File: config.mk
export PLATFORM = sky130hd
export DESIGN_NAME = imem_loader
export DESIGN_NICKNAME = d
export VERILOG_FILES = /design/src/rtl/imem_loader.sv
export SDC_FILE = /design/constraint.sdc
export NUM_CORES = 1
export LEC_CHECK = 0
export ABC_CLOCK_PERIOD_IN_PS = 2400
export CAP_MARGIN = 5
export CORE_MARGIN = 2
export CORE_UTILIZATION = 50
export DETAILED_ROUTE_END_ITERATION = 16
export PLACE_DENSITY = 0.78
export SLEW_MARGIN = 5
export SYNTH_ARGS = -nofsm -noshare
export SYNTH_HDL_FRONTEND = slang
export SYNTH_SLANG_ARGS = --single-unit
File: constraint.sdc
create_clock -name clk -period 2.4 [get_ports clk]
set_clock_uncertainty 0.05 [all_clocks]
set_input_delay 0.48 -clock clk [delete_from_list [all_inputs] [get_ports clk]]
set_output_delay 0.48 -clock clk [all_outputs]
set_load 0.01 [all_outputs]
File: src/rtl/imem_loader.sv
// imem_loader: host-side IMEM port-A writer. Parses a framed byte stream
//   (MAGIC, CNT_LO, CNT_HI, 4*CNT data bytes LSB-first, CSUM) into 32-bit words
//   written to IMEM from word 0 upward, and holds the core in reset until the
//   image checksum verifies. Every output is registered; rx_ready never stalls.
// Ports: clk/rst (sync, active-high); rx_valid/rx_data/rx_ready byte stream;
//   imem_ena/imem_wea/imem_addra/imem_dina IMEM port A; core_rst core reset;
//   done image verified; err last frame rejected; words_loaded words written.
module imem_loader #(
    parameter int         ADDR_W = 14,
    parameter logic [7:0] MAGIC  = 8'hA5
) (
    input  logic              clk,
    input  logic              rst,
    input  logic              rx_valid,
    input  logic [7:0]        rx_data,
    output logic              rx_ready,
    output logic              imem_ena,
    output logic [3:0]        imem_wea,
    output logic [ADDR_W-1:0] imem_addra,
    output logic [31:0]       imem_dina,
    output logic              core_rst,
    output logic              done,
    output logic              err,
    output logic [ADDR_W:0]   words_loaded
);

    localparam logic [2:0] S_IDLE   = 3'd0;
    localparam logic [2:0] S_CNT_LO = 3'd1;
    localparam logic [2:0] S_CNT_HI = 3'd2;
    localparam logic [2:0] S_DATA   = 3'd3;
    localparam logic [2:0] S_CSUM   = 3'd4;
    localparam logic [2:0] S_DONE   = 3'd5;
    localparam logic [2:0] S_ERR    = 3'd6;

    // Largest legal word count; 33 bits so the shift cannot overflow.
    localparam logic [32:0] MAX_WORDS = 33'd1 << ADDR_W;

    logic [2:0]        state_q,    state_d;
    logic              rx_ready_q, rx_ready_d;
    logic              ena_q,      ena_d;
    logic [3:0]        wea_q,      wea_d;
    logic [ADDR_W-1:0] addra_q,    addra_d;
    logic [31:0]       dina_q,     dina_d;
    logic              core_rst_q, core_rst_d;
    logic              done_q,     done_d;
    logic              err_q,      err_d;
    logic [ADDR_W:0]   wl_q,       wl_d;
    logic [7:0]        csum_q,     csum_d;
    logic [7:0]        cnt_lo_q,   cnt_lo_d;
    logic [15:0]       cnt_q,      cnt_d;
    logic [1:0]        bidx_q,     bidx_d;
    logic [23:0]       wbuf_q,     wbuf_d;   // bytes 0..2 of the word in flight
    logic [ADDR_W-1:0] waddr_q,    waddr_d;

    logic        fire;
    logic [15:0] cnt_full;

    assign fire     = rx_valid & rx_ready_q;
    assign cnt_full = {rx_data, cnt_lo_q};

    always_comb begin
        state_d    = state_q;
        rx_ready_d = 1'b1;
        ena_d      = 1'b0;
        wea_d      = 4'h0;
        addra_d    = addra_q;
        dina_d     = dina_q;
        core_rst_d = core_rst_q;
        done_d     = done_q;
        err_d      = err_q;
        wl_d       = wl_q;
        csum_d     = csum_q;
        cnt_lo_d   = cnt_lo_q;
        cnt_d      = cnt_q;
        bidx_d     = bidx_q;
        wbuf_d     = wbuf_q;
        waddr_d    = waddr_q;

        case (state_q)
            S_IDLE: begin
                if (fire && rx_data == MAGIC) begin
                    csum_d  = 8'h00;
                    state_d = S_CNT_LO;
                end
            end
            S_CNT_LO: begin
                if (fire) begin
                    cnt_lo_d = rx_data;
                    csum_d   = csum_q + rx_data;
                    state_d  = S_CNT_HI;
                end
            end
            S_CNT_HI: begin
                if (fire) begin
                    cnt_d  = cnt_full;
                    csum_d = csum_q + rx_data;
                    if ({17'd0, cnt_full} > MAX_WORDS) begin
                        err_d   = 1'b1;
                        state_d = S_ERR;
                    end else if (cnt_full == 16'd0) begin
                        state_d = S_CSUM;
                    end else begin
                        bidx_d  = 2'd0;
                        waddr_d = '0;
                        wl_d    = '0;
                        state_d = S_DATA;
                    end
                end
            end
            S_DATA: begin
                if (fire) begin
                    csum_d = csum_q + rx_data;
                    bidx_d = bidx_q + 2'd1;
                    case (bidx_q)
                        2'd0: wbuf_d[7:0]   = rx_data;
                        2'd1: wbuf_d[15:8]  = rx_data;
                        2'd2: wbuf_d[23:16] = rx_data;
                        default: begin
                            // Fourth byte completes the word: write it this edge.
                            ena_d   = 1'b1;
                            wea_d   = 4'hF;
                            addra_d = waddr_q;
                            dina_d  = {rx_data, wbuf_q};
                            waddr_d = waddr_q + ADDR_W'(1);
                            wl_d    = wl_q + (ADDR_W+1)'(1);
                            if (32'(wl_q) + 32'd1 == 32'(cnt_q)) begin
                                state_d = S_CSUM;
                            end
                        end
                    endcase
                end
            end
            S_CSUM: begin
                if (fire) begin
                    if (rx_data == csum_q) begin
                        core_rst_d = 1'b0;
                        done_d     = 1'b1;
                        state_d    = S_DONE;
                    end else begin
                        err_d   = 1'b1;
                        state_d = S_ERR;
                    end
                end
            end
            S_DONE: begin
                // A new MAGIC reloads: the core goes back into reset first.
                if (fire && rx_data == MAGIC) begin
                    core_rst_d = 1'b1;
                    done_d     = 1'b0;
                    csum_d     = 8'h00;
                    state_d    = S_CNT_LO;
                end
            end
            S_ERR: begin
                if (fire && rx_data == MAGIC) begin
                    err_d   = 1'b0;
                    csum_d  = 8'h00;
                    state_d = S_CNT_LO;
                end
            end
            default: begin
                state_d = S_IDLE;
            end
        endcase
    end

    always_ff @(posedge clk) begin
        if (rst) begin
            state_q    <= S_IDLE;
            rx_ready_q <= 1'b0;
            ena_q      <= 1'b0;
            wea_q      <= 4'h0;
            addra_q    <= '0;
            dina_q     <= 32'h0;
            core_rst_q <= 1'b1;
            done_q     <= 1'b0;
            err_q      <= 1'b0;
            wl_q       <= '0;
            csum_q     <= 8'h00;
            cnt_lo_q   <= 8'h00;
            cnt_q      <= 16'h0;
            bidx_q     <= 2'd0;
            wbuf_q     <= 24'h0;
            waddr_q    <= '0;
        end else begin
            state_q    <= state_d;
            rx_ready_q <= rx_ready_d;
            ena_q      <= ena_d;
            wea_q      <= wea_d;
            addra_q    <= addra_d;
            dina_q     <= dina_d;
            core_rst_q <= core_rst_d;
            done_q     <= done_d;
            err_q      <= err_d;
            wl_q       <= wl_d;
            csum_q     <= csum_d;
            cnt_lo_q   <= cnt_lo_d;
            cnt_q      <= cnt_d;
            bidx_q     <= bidx_d;
            wbuf_q     <= wbuf_d;
            waddr_q    <= waddr_d;
        end
    end

    assign rx_ready     = rx_ready_q;
    assign imem_ena     = ena_q;
    assign imem_wea     = wea_q;
    assign imem_addra   = addra_q;
    assign imem_dina    = dina_q;
    assign core_rst     = core_rst_q;
    assign done         = done_q;
    assign err          = err_q;
    assign words_loaded = wl_q;

endmodule

==> results of run 1 <==
[flip-flops by register name (all words and copies together) (netlist names)]
register and cells:
imem_dina 32, csum_q 8, state_q 3, done 1, bidx_q 2, imem_wea 1, words_loaded 15, cnt_q 16
waddr_q 14, core_rst 1, rx_ready 1, wbuf_q 24, cnt_lo_q 8, imem_addra 14, err 1
[power by group through the flow]
stage / registers, mW / logic [mW] / clock network [mW]
3_5_place_dp: 2.41 / 0.216 / 0
5_1_grt: 2.36 / 0.241 / 2.62
2_1_floorplan: 2.40 / 0.137 / 0
3_3_place_gp: 2.41 / 0.215 / 0
6_report: 2.36 / 0.225 / 2.47
4_1_cts: 2.36 / 0.218 / 2.50
[layer usage]
metal  part of all wire, %  vias up  wire (microns)  global-route usage, %
li1                      -     2955               -                      -
met1                    44     2806            7420                   32.0
met2                    48      166            7980                   38.7
met3                   5.4       33             908                   5.52
met4                   2.5        0             421                   10.1
met5                     0        -               0                      0
[synthesized netlist by cell type (2+ instances only)]
| cell type | instances | area share, % |
|---|---|---|
| sky130_fd_sc_hd__or3_1 | 3 | 0.29 |
| sky130_fd_sc_hd__nand4_1 | 8 | 0.78 |
| sky130_fd_sc_hd__and3_1 | 4 | 0.39 |
| sky130_fd_sc_hd__mux2_1 | 2 | 0.35 |
| sky130_fd_sc_hd__nand3_1 | 38 | 3.0 |
| sky130_fd_sc_hd__nand4b_1 | 2 | 0.27 |
| sky130_fd_sc_hd__nor3b_1 | 2 | 0.23 |
| sky130_fd_sc_hd__o21ai_0 | 9 | 0.70 |
| sky130_fd_sc_hd__a22oi_1 | 7 | 0.82 |
| sky130_fd_sc_hd__o21ai_1 | 2 | 0.16 |
| sky130_fd_sc_hd__or2_2 | 2 | 0.19 |
| sky130_fd_sc_hd__nand2b_1 | 5 | 0.49 |
| sky130_fd_sc_hd__ha_1 | 13 | 2.5 |
| sky130_fd_sc_hd__clkbuf_1 | 37 | 2.2 |
| sky130_fd_sc_hd__nand2_1 | 185 | 11 |
| sky130_fd_sc_hd__a21oi_1 | 108 | 8.4 |
| sky130_fd_sc_hd__nor4_2 | 4 | 0.78 |
| sky130_fd_sc_hd__dfxtp_1 | 141 | 44 |
| sky130_fd_sc_hd__o41ai_1 | 2 | 0.27 |
| sky130_fd_sc_hd__and4_1 | 2 | 0.27 |
| sky130_fd_sc_hd__xnor2_1 | 24 | 3.3 |
| sky130_fd_sc_hd__mux2i_1 | 11 | 1.7 |
| sky130_fd_sc_hd__o21a_1 | 3 | 0.35 |
| sky130_fd_sc_hd__a211oi_1 | 3 | 0.35 |
| sky130_fd_sc_hd__buf_6 | 2 | 0.35 |
| sky130_fd_sc_hd__a21o_1 | 6 | 0.70 |
| sky130_fd_sc_hd__nor4_1 | 2 | 0.19 |
| sky130_fd_sc_hd__nor2_1 | 61 | 3.6 |
| sky130_fd_sc_hd__buf_2 | 12 | 0.93 |
| sky130_fd_sc_hd__buf_4 | 8 | 0.93 |
| sky130_fd_sc_hd__nor2b_1 | 5 | 0.49 |
| sky130_fd_sc_hd__a31oi_1 | 3 | 0.29 |
| sky130_fd_sc_hd__nand2_2 | 2 | 0.19 |
| sky130_fd_sc_hd__inv_1 | 6 | 0.35 |
| sky130_fd_sc_hd__nor3_1 | 12 | 0.93 |
| sky130_fd_sc_hd__and2_1 | 2 | 0.19 |
| sky130_fd_sc_hd__nor2_2 | 2 | 0.19 |
| sky130_fd_sc_hd__a311oi_1 | 8 | 1.1 |
| sky130_fd_sc_hd__xor2_1 | 16 | 2.2 |
[area by class of cell]
| type | instances | share of cell area [%] |
|---|---|---|
| clock buffers | 19 | 5.25 |
| repair buffers | 158 | 16.9 |
| flip-flops and latches | 141 | 33.5 |
| multi-input cells | 587 | 40.1 |
| inverters | 6 | 0.267 |
| well taps | 172 | 2.55 |
| clock inverters | 13 | 1.41 |
[metrics by stage]
step | cell area (sq um) | power, mW
detailed placement | 7780 | 2.63
CTS | 8360 | 5.08
global route | 8440 | 5.22
global placement | 7780 | 2.62
floorplan | 6440 | 2.54
finish | 8440 | 5.05
[what timing repair did]
item / in CTS / in global routing
setup buffers: 0 / 2
endpoints found under the setup margin: 10 / 61
hold buffers: 0 / 0
cloned: 0 / 0
pin swaps: 1 / 11
resized for setup: 5 / 18
[worst register-to-register path, stage by stage, from the launching register on]
cell,delay [ns]
sky130_fd_sc_hd__dfxtp_1,0.33
sky130_fd_sc_hd__nor4_2,0.47
sky130_fd_sc_hd__a41oi_2,0.22
sky130_fd_sc_hd__a211oi_4,0.44
sky130_fd_sc_hd__buf_4,0.20
sky130_fd_sc_hd__nor4_2,0.04
sky130_fd_sc_hd__buf_4,0.14
sky130_fd_sc_hd__nand3_1,0.09
sky130_fd_sc_hd__xor2_1,0.15
sky130_fd_sc_hd__nor2_1,0.05
[worst min path at each step]
stage | startpoint | to | slack (ns) | cells past startpoint
floorplan | wbuf_q[0] | imem_dina[0] | 0.38 | 2
CTS | rst | csum_q[3] | 0.36 | 2
global route | rst | csum_q[3] | 0.38 | 2
detailed placement | wbuf_q[3] | imem_dina[3] | 0.39 | 2
global placement | wbuf_q[16] | imem_dina[16] | 0.39 | 2
finish | rst | csum_q[3] | 0.36 | 2
[logic make-up after synthesis]
group,Yosys count
AOI/OAI and AO/OA,166
muxes,14
and+or+nand+nor,353
buffers and inverters,66
adders and majority gates,14
DFF,141
xor gates and xnor gates,40
==> flow_results.org, run 1 <==
** Die
- Once the floorplan was initialized, standard cells occupied about 51% of the core.
- I/O pin count :: 81
- Die area :: roughly 14,000 sq um
- Row generation in the floorplan step produced 41 rows.
- X dimension of the die :: between 100 and 150 microns
- Core footprint :: roughly 13,000 sq um
- Die Y :: roughly 120 microns

** Setup path
- Logic depth of the worst path, buffers included :: 10
- STA classifies the critical path startpoint as a primary input.
- Following the worst setup path forward leads to its endpoint at waddr_q[10].
- Data arrives at the worst endpoint at roughly 2.6 ns.
- R2R cell count :: 9
- R2R Path End :: waddr_q[10]
- The critical path is of the primary input to register type.
- The largest individual stage delay along the critical path comes from the cell sky130_fd_sc_hd__clkdlybuf4s50_1.
- Type of destination of the critical path :: register
- Of all nets on the critical path, the largest fanout is 6.
- Worst Path Required :: 2.66 ns
- Walking the worst path, the cells encountered are clkdlybuf4s50_1 -> nor4_4 -> a41oi_2 -> a211oi_4 -> buf_4 -> nor4_2 -> buf_4 -> nand3_1 -> xor2_1 -> nor2_1.
- Top Family by Delay on Critical Path :: buffers and inverters
- In this run the critical register-to-register path is launched from cnt_lo_q[4].
- The worst register-to-register path has a setup slack of approximately 0.09 ns.
- Maximum cell stage delay along the critical path :: 0.52 ns
- The critical path starts at rx_data[7].
- The critical path contains buffers and inverters numbering 3 combined.
- Among the stages of the critical path, the cell type that occurs most often is sky130_fd_sc_hd__buf_4.

** Timing
- Slack of the critical path :: 0.0560 ns
- Setup TNS Final :: 0 ns
- Max Freq :: around 430 MHz
- Slew at the pin closest to its max-slew limit :: between 0.7 and 0.8 ns
- The count of final hold-check violations came to 0.
- The final critical path takes up 97.7% of the cycle.
- Subtracting the final worst setup slack from the clock period gives 2.34 ns.
- Slew Viols, Final :: 0
- Final hold analysis gives a worst-case slack of roughly 0.36 ns.
- Setup violations remaining at the end of the flow were counted as 0.
- Slew headroom :: around half

** Route
- In this run, the number of DRC markers left after iteration 0 of detailed routing was 349.
- WL per Instance :: 15.3 microns
- In the routed layout, each cell is associated on average with a via count of around 5.4.
- Number of nets with antenna violations after detailed routing :: 0
- For this block, the routed nets add up to 16,700 microns of wire.
- For this block, the via count after detailed routing is between 5,000 and 6,000.
- For this run, the detailed router's first-pass iteration total came to 5.
- In the routed design, unresolved DRC markers number 0.

** Cells and area
- The area growth from synthesis to layout is 31.0%.
- Final Non-Filler Cells :: 1,096
- Sequential cell area in the final layout :: between 2000 and 3000 sq um
- The library cells used most frequently in the layout, excluding fill and tap cells, are sky130_fd_sc_hd__nand2_1 (185), sky130_fd_sc_hd__dfxtp_1 (139), sky130_fd_sc_hd__a21oi_1 (107), sky130_fd_sc_hd__buf_4 (76), sky130_fd_sc_hd__clkdlybuf4s50_1 (74).
- Utilization after layout :: between 60 and 70%
- The number of antenna diodes in the final layout is 0.
- Cells with a size suffix above 1 make up between 10% and 20% of the layout.
- Leaving out fill and tap cells, the most frequent cell in the layout is sky130_fd_sc_hd__nand2_1.
- The multi-input combinational cells in the finished layout cover a total of 3380 sq um.
- Fill cells :: 1,044
- The final layout contains roughly 940 nets.

** Clock tree
- Number of sinks handled by clock tree synthesis :: approximately 140
- Inserted Clock Buffers :: 17
- In this run the clock root is driven by a sky130_fd_sc_hd__clkbuf_16.
- TritonCTS clock tree :: done
- The clock passes through at most 2 buffers.
- Register clock-pin slew on the reported worst setup and hold paths :: 0.06 ns
- At the later pin of the worst-skew pair, clock insertion delay measures 0.43 ns.
- The H-tree generated during clock tree synthesis spans 4 levels.

** Power and ir drop
- Leakage :: a little under 3 nW
- Peak supply drop :: 0.000452 V
- The internal portion of the total power is roughly 4 mW.
- In this run, the clock network consumes 48.8% of the power.
- Power per unit of standard cell area :: between 500 and 600 nW/um^2
- Combinational logic is responsible for ~4.5% of the overall power.
- The share of total power dissipated in sequential elements is a little under half.
- Net switching is 23.0% of the power.
- In this run the power spent charging and discharging nets is between 1 and 1.5 mW.

** Logic synthesis
- Per-instance average area after synthesis :: 8.11 sq um
- In the synthesized netlist, mux cells make up around 2.2% of the area.
- Yosys mapped a number of flops with a built-in enable equal to 0.
- Summing the areas of all xor and xnor instances in the mapped netlist gives between 5 and 6% of the synthesized area.
- Flip-flop and latch count after synthesis :: approximately 140
- Count of different cell masters after synthesis :: 69
- After Yosys synthesis, full adders, half adders and majority gates account for approximately 2.8% of the synthesized area.
- Number of standard cells after synthesis :: ~790
- Counting flops with an async set or reset pin after synthesis yields a share of 0%.
- The share of the Yosys chip area taken by registers is a little over two fifths.
- Ys Warns :: 0
- Predominant post-synthesis flop cell :: sky130_fd_sc_hd__dfxtp_1
- By area, the combinational part of the netlist is dominated by simple AND/OR/NAND/NOR gates.
- After Yosys synthesis, and, or, nand and nor cells account for 25.4% of the synthesized area.
- Net count after synthesis :: approximately 800
- Synthesized area :: 6440 sq um
- Synthesized-area fraction occupied by ao, oa, aoi and oai cells :: between 10% and 20%

** Worst hold path
- In this run the worst hold path is classified as primary input to register.

** Global route
- The first global-routing pass estimated approximately 27,000 microns of wire.
- Entering global routing, the biggest net connects 74 pins.
- The number of antenna violations at the first check in global routing is 0.
- Overall routing resource usage :: between 20 and 25%
- Sum of overflow across all layers after global routing :: 0
- The via count of the first global-routing pass was 5,515.

** Placed design
- Post-place setup slack :: -0.475 ns
- DP Wirelength :: roughly 12,000 microns
- The congestion estimate from routability-driven global placement came to between 0.9 and 1.
- Counting tap cells, the placed design contains a total of 1,062 instances.
- Input and output buffers added on the ports amount to 80.

** Run status
- Result of the run :: finished clean

** Run
- Across the run, the number of max-cap violations was 0.
(Power assumes the default switching activity.)
==> run 2: changes to the inputs <==
--- a/config.mk
+++ b/config.mk
@@ -6,7 +6,6 @@
 export NUM_CORES = 1
 export LEC_CHECK = 0
 export ABC_CLOCK_PERIOD_IN_PS = 2400
-export CAP_MARGIN = 5
 export CORE_MARGIN = 2
 export CORE_UTILIZATION = 50
 export DETAILED_ROUTE_END_ITERATION = 16
==> results of run 2 <==
No change in the layout: final DEF, timing and power equal those of run 1.
==> RTL edit: new RTL, config.mk and constraints of run 1 <==
`dina_q` no longer has a reset.
--- a/src/rtl/imem_loader.sv
+++ b/src/rtl/imem_loader.sv
@@ -173,3 +173,2 @@
             addra_q    <= '0;
-            dina_q     <= 32'h0;
             core_rst_q <= 1'b1;
@@ -190,3 +189,2 @@
             addra_q    <= addra_d;
-            dina_q     <= dina_d;
             core_rst_q <= core_rst_d;
@@ -204,2 +202,6 @@
 
+    always_ff @(posedge clk) begin
+        dina_q <= dina_d;
+    end
+
     assign rx_ready     = rx_ready_q;
Function: differs if rst is asserted again (counterexample within 10 cycles, from zero or initial values and one cycle with rst high); with rst held inactive, the same outputs for 10 cycles.
==> RTL edit against run 1 <==
- non-clock buffer count is 1 lower
- sequential cell count stayed put
- total power up 6.9%
- setup slack lost 0.010 ns
- area after synthesis is essentially flat
- routed wire length grew 0.98%
- highest routed layer unchanged
- final cell count is 7.0% lower
- design area rose by 2.3%
- combinational power is 55% higher
- synthesized cell count decreased by 11%
==> RTL edit: results (changes against run 1) <==
| Metric | Value |
|---|---|
| CP max-delay cell | or4_4 |
| Max rail drop VDD | 420 uV (-6.9%) |
| Leak Pwr | 0.00306 uW (+3.6%) |
| Number of global-route vias before repair | 5510 (-0.091%) |
| Largest net degree at the start of global routing | 54 (-27%) |
| Sequential share of the synthesized area | 48.8% (+5.0 points) |
| Net count after synthesis | 734 (-10%) |
| First-pass GRT wire length | 27100 um (-0.58%) |
| Max Clk Rate | 0.425 GHz (-0.42%) |
| Crit path to | state_q[0] |
| Via/cell ratio | 5.69 (+4.7%) |
| Comb power frac | 6.5% (+2.0 points) |
| Critical Path AT | 2.65 ns (+0.05 ns) |
| Sequential power share | 45.6% (-1.1 points) |
| Slew @ Worst Pin | 0.629 ns (-0.101 ns) |
| Post-synth cell types | 71 (+2.9%) |
| GR Util met1 | 30.7% (-1.3 points) |
| Post-synth top cells | nand2_1 (114), dfxtp_1 (109), a21oi_1 (69), nor2_1 (55), nand3_1 (39) |
| Status | finished clean |
| Pre-CTS setup slack | -0.549 ns (-0.0735 ns) |
| DRT met1 WL | 7130 um (-4.0%) |
| DRT iter0 DRCs | 710 (+100%) |
| Final core occ | 68.4% (+1.6 points) |
| CP startpoint | csum_q[1] |
| Hold Path Sink | csum_q[2] |
| Finished Layout Cells | 1019 (-7.0%) |
| Overall routed net length | 16900 um (+0.98%) |
| Post-synth EDFFs | 32 (+32) |
| DR WL met2 | 8250 um (+3.4%) |
| Share of cells above drive strength 1 | 18.7% (+3.0 points) |
| DP Area | 7840 um2 (+0.82%) |
| RePlAce Congestion | 0.932 (+2.6%) |
RTL edit: cell types whose count changed in the layout (fill, tap and decap cells not counted), sizes merged, moves of 6 or more:
cell / run 1 / this run
nand2: 187 / 114
a21oi: 108 / 69
dfxtp: 141 / 109
edfxtp: 0 / 32
inv: 7 / 24
xnor2: 24 / 15
nor2: 63 / 55
o21ai: 11 / 18
o2111ai: 0 / 6
RTL edit: cell families after synthesis:
kind of cell	count (synthesis)	share of synthesized area (%)
compound gates	158	16.5
mux	11	1.79
flops	141	48.8
buf+inv	67	4.57
fa+ha+maj	14	2.84
simple gates	283	20.8
xor+xnor	35	4.76
RTL edit: final cells by class:
class                      count  area [um2]
clock buffer                  18         429
fill                         987        3980
clock inverter                14         150
sequential                   141        3160
timing repair buffer         157        1440
multi-input combinational    501        3180
tap                          172         215
inverter                      16        60.1
RTL edit: repair_timing:
item	CTS	global route
setup endpoints to repair	37	39
gates cloned	0	1
setup buffers	2	3
gates resized for setup	15	30
pin swaps	9	13
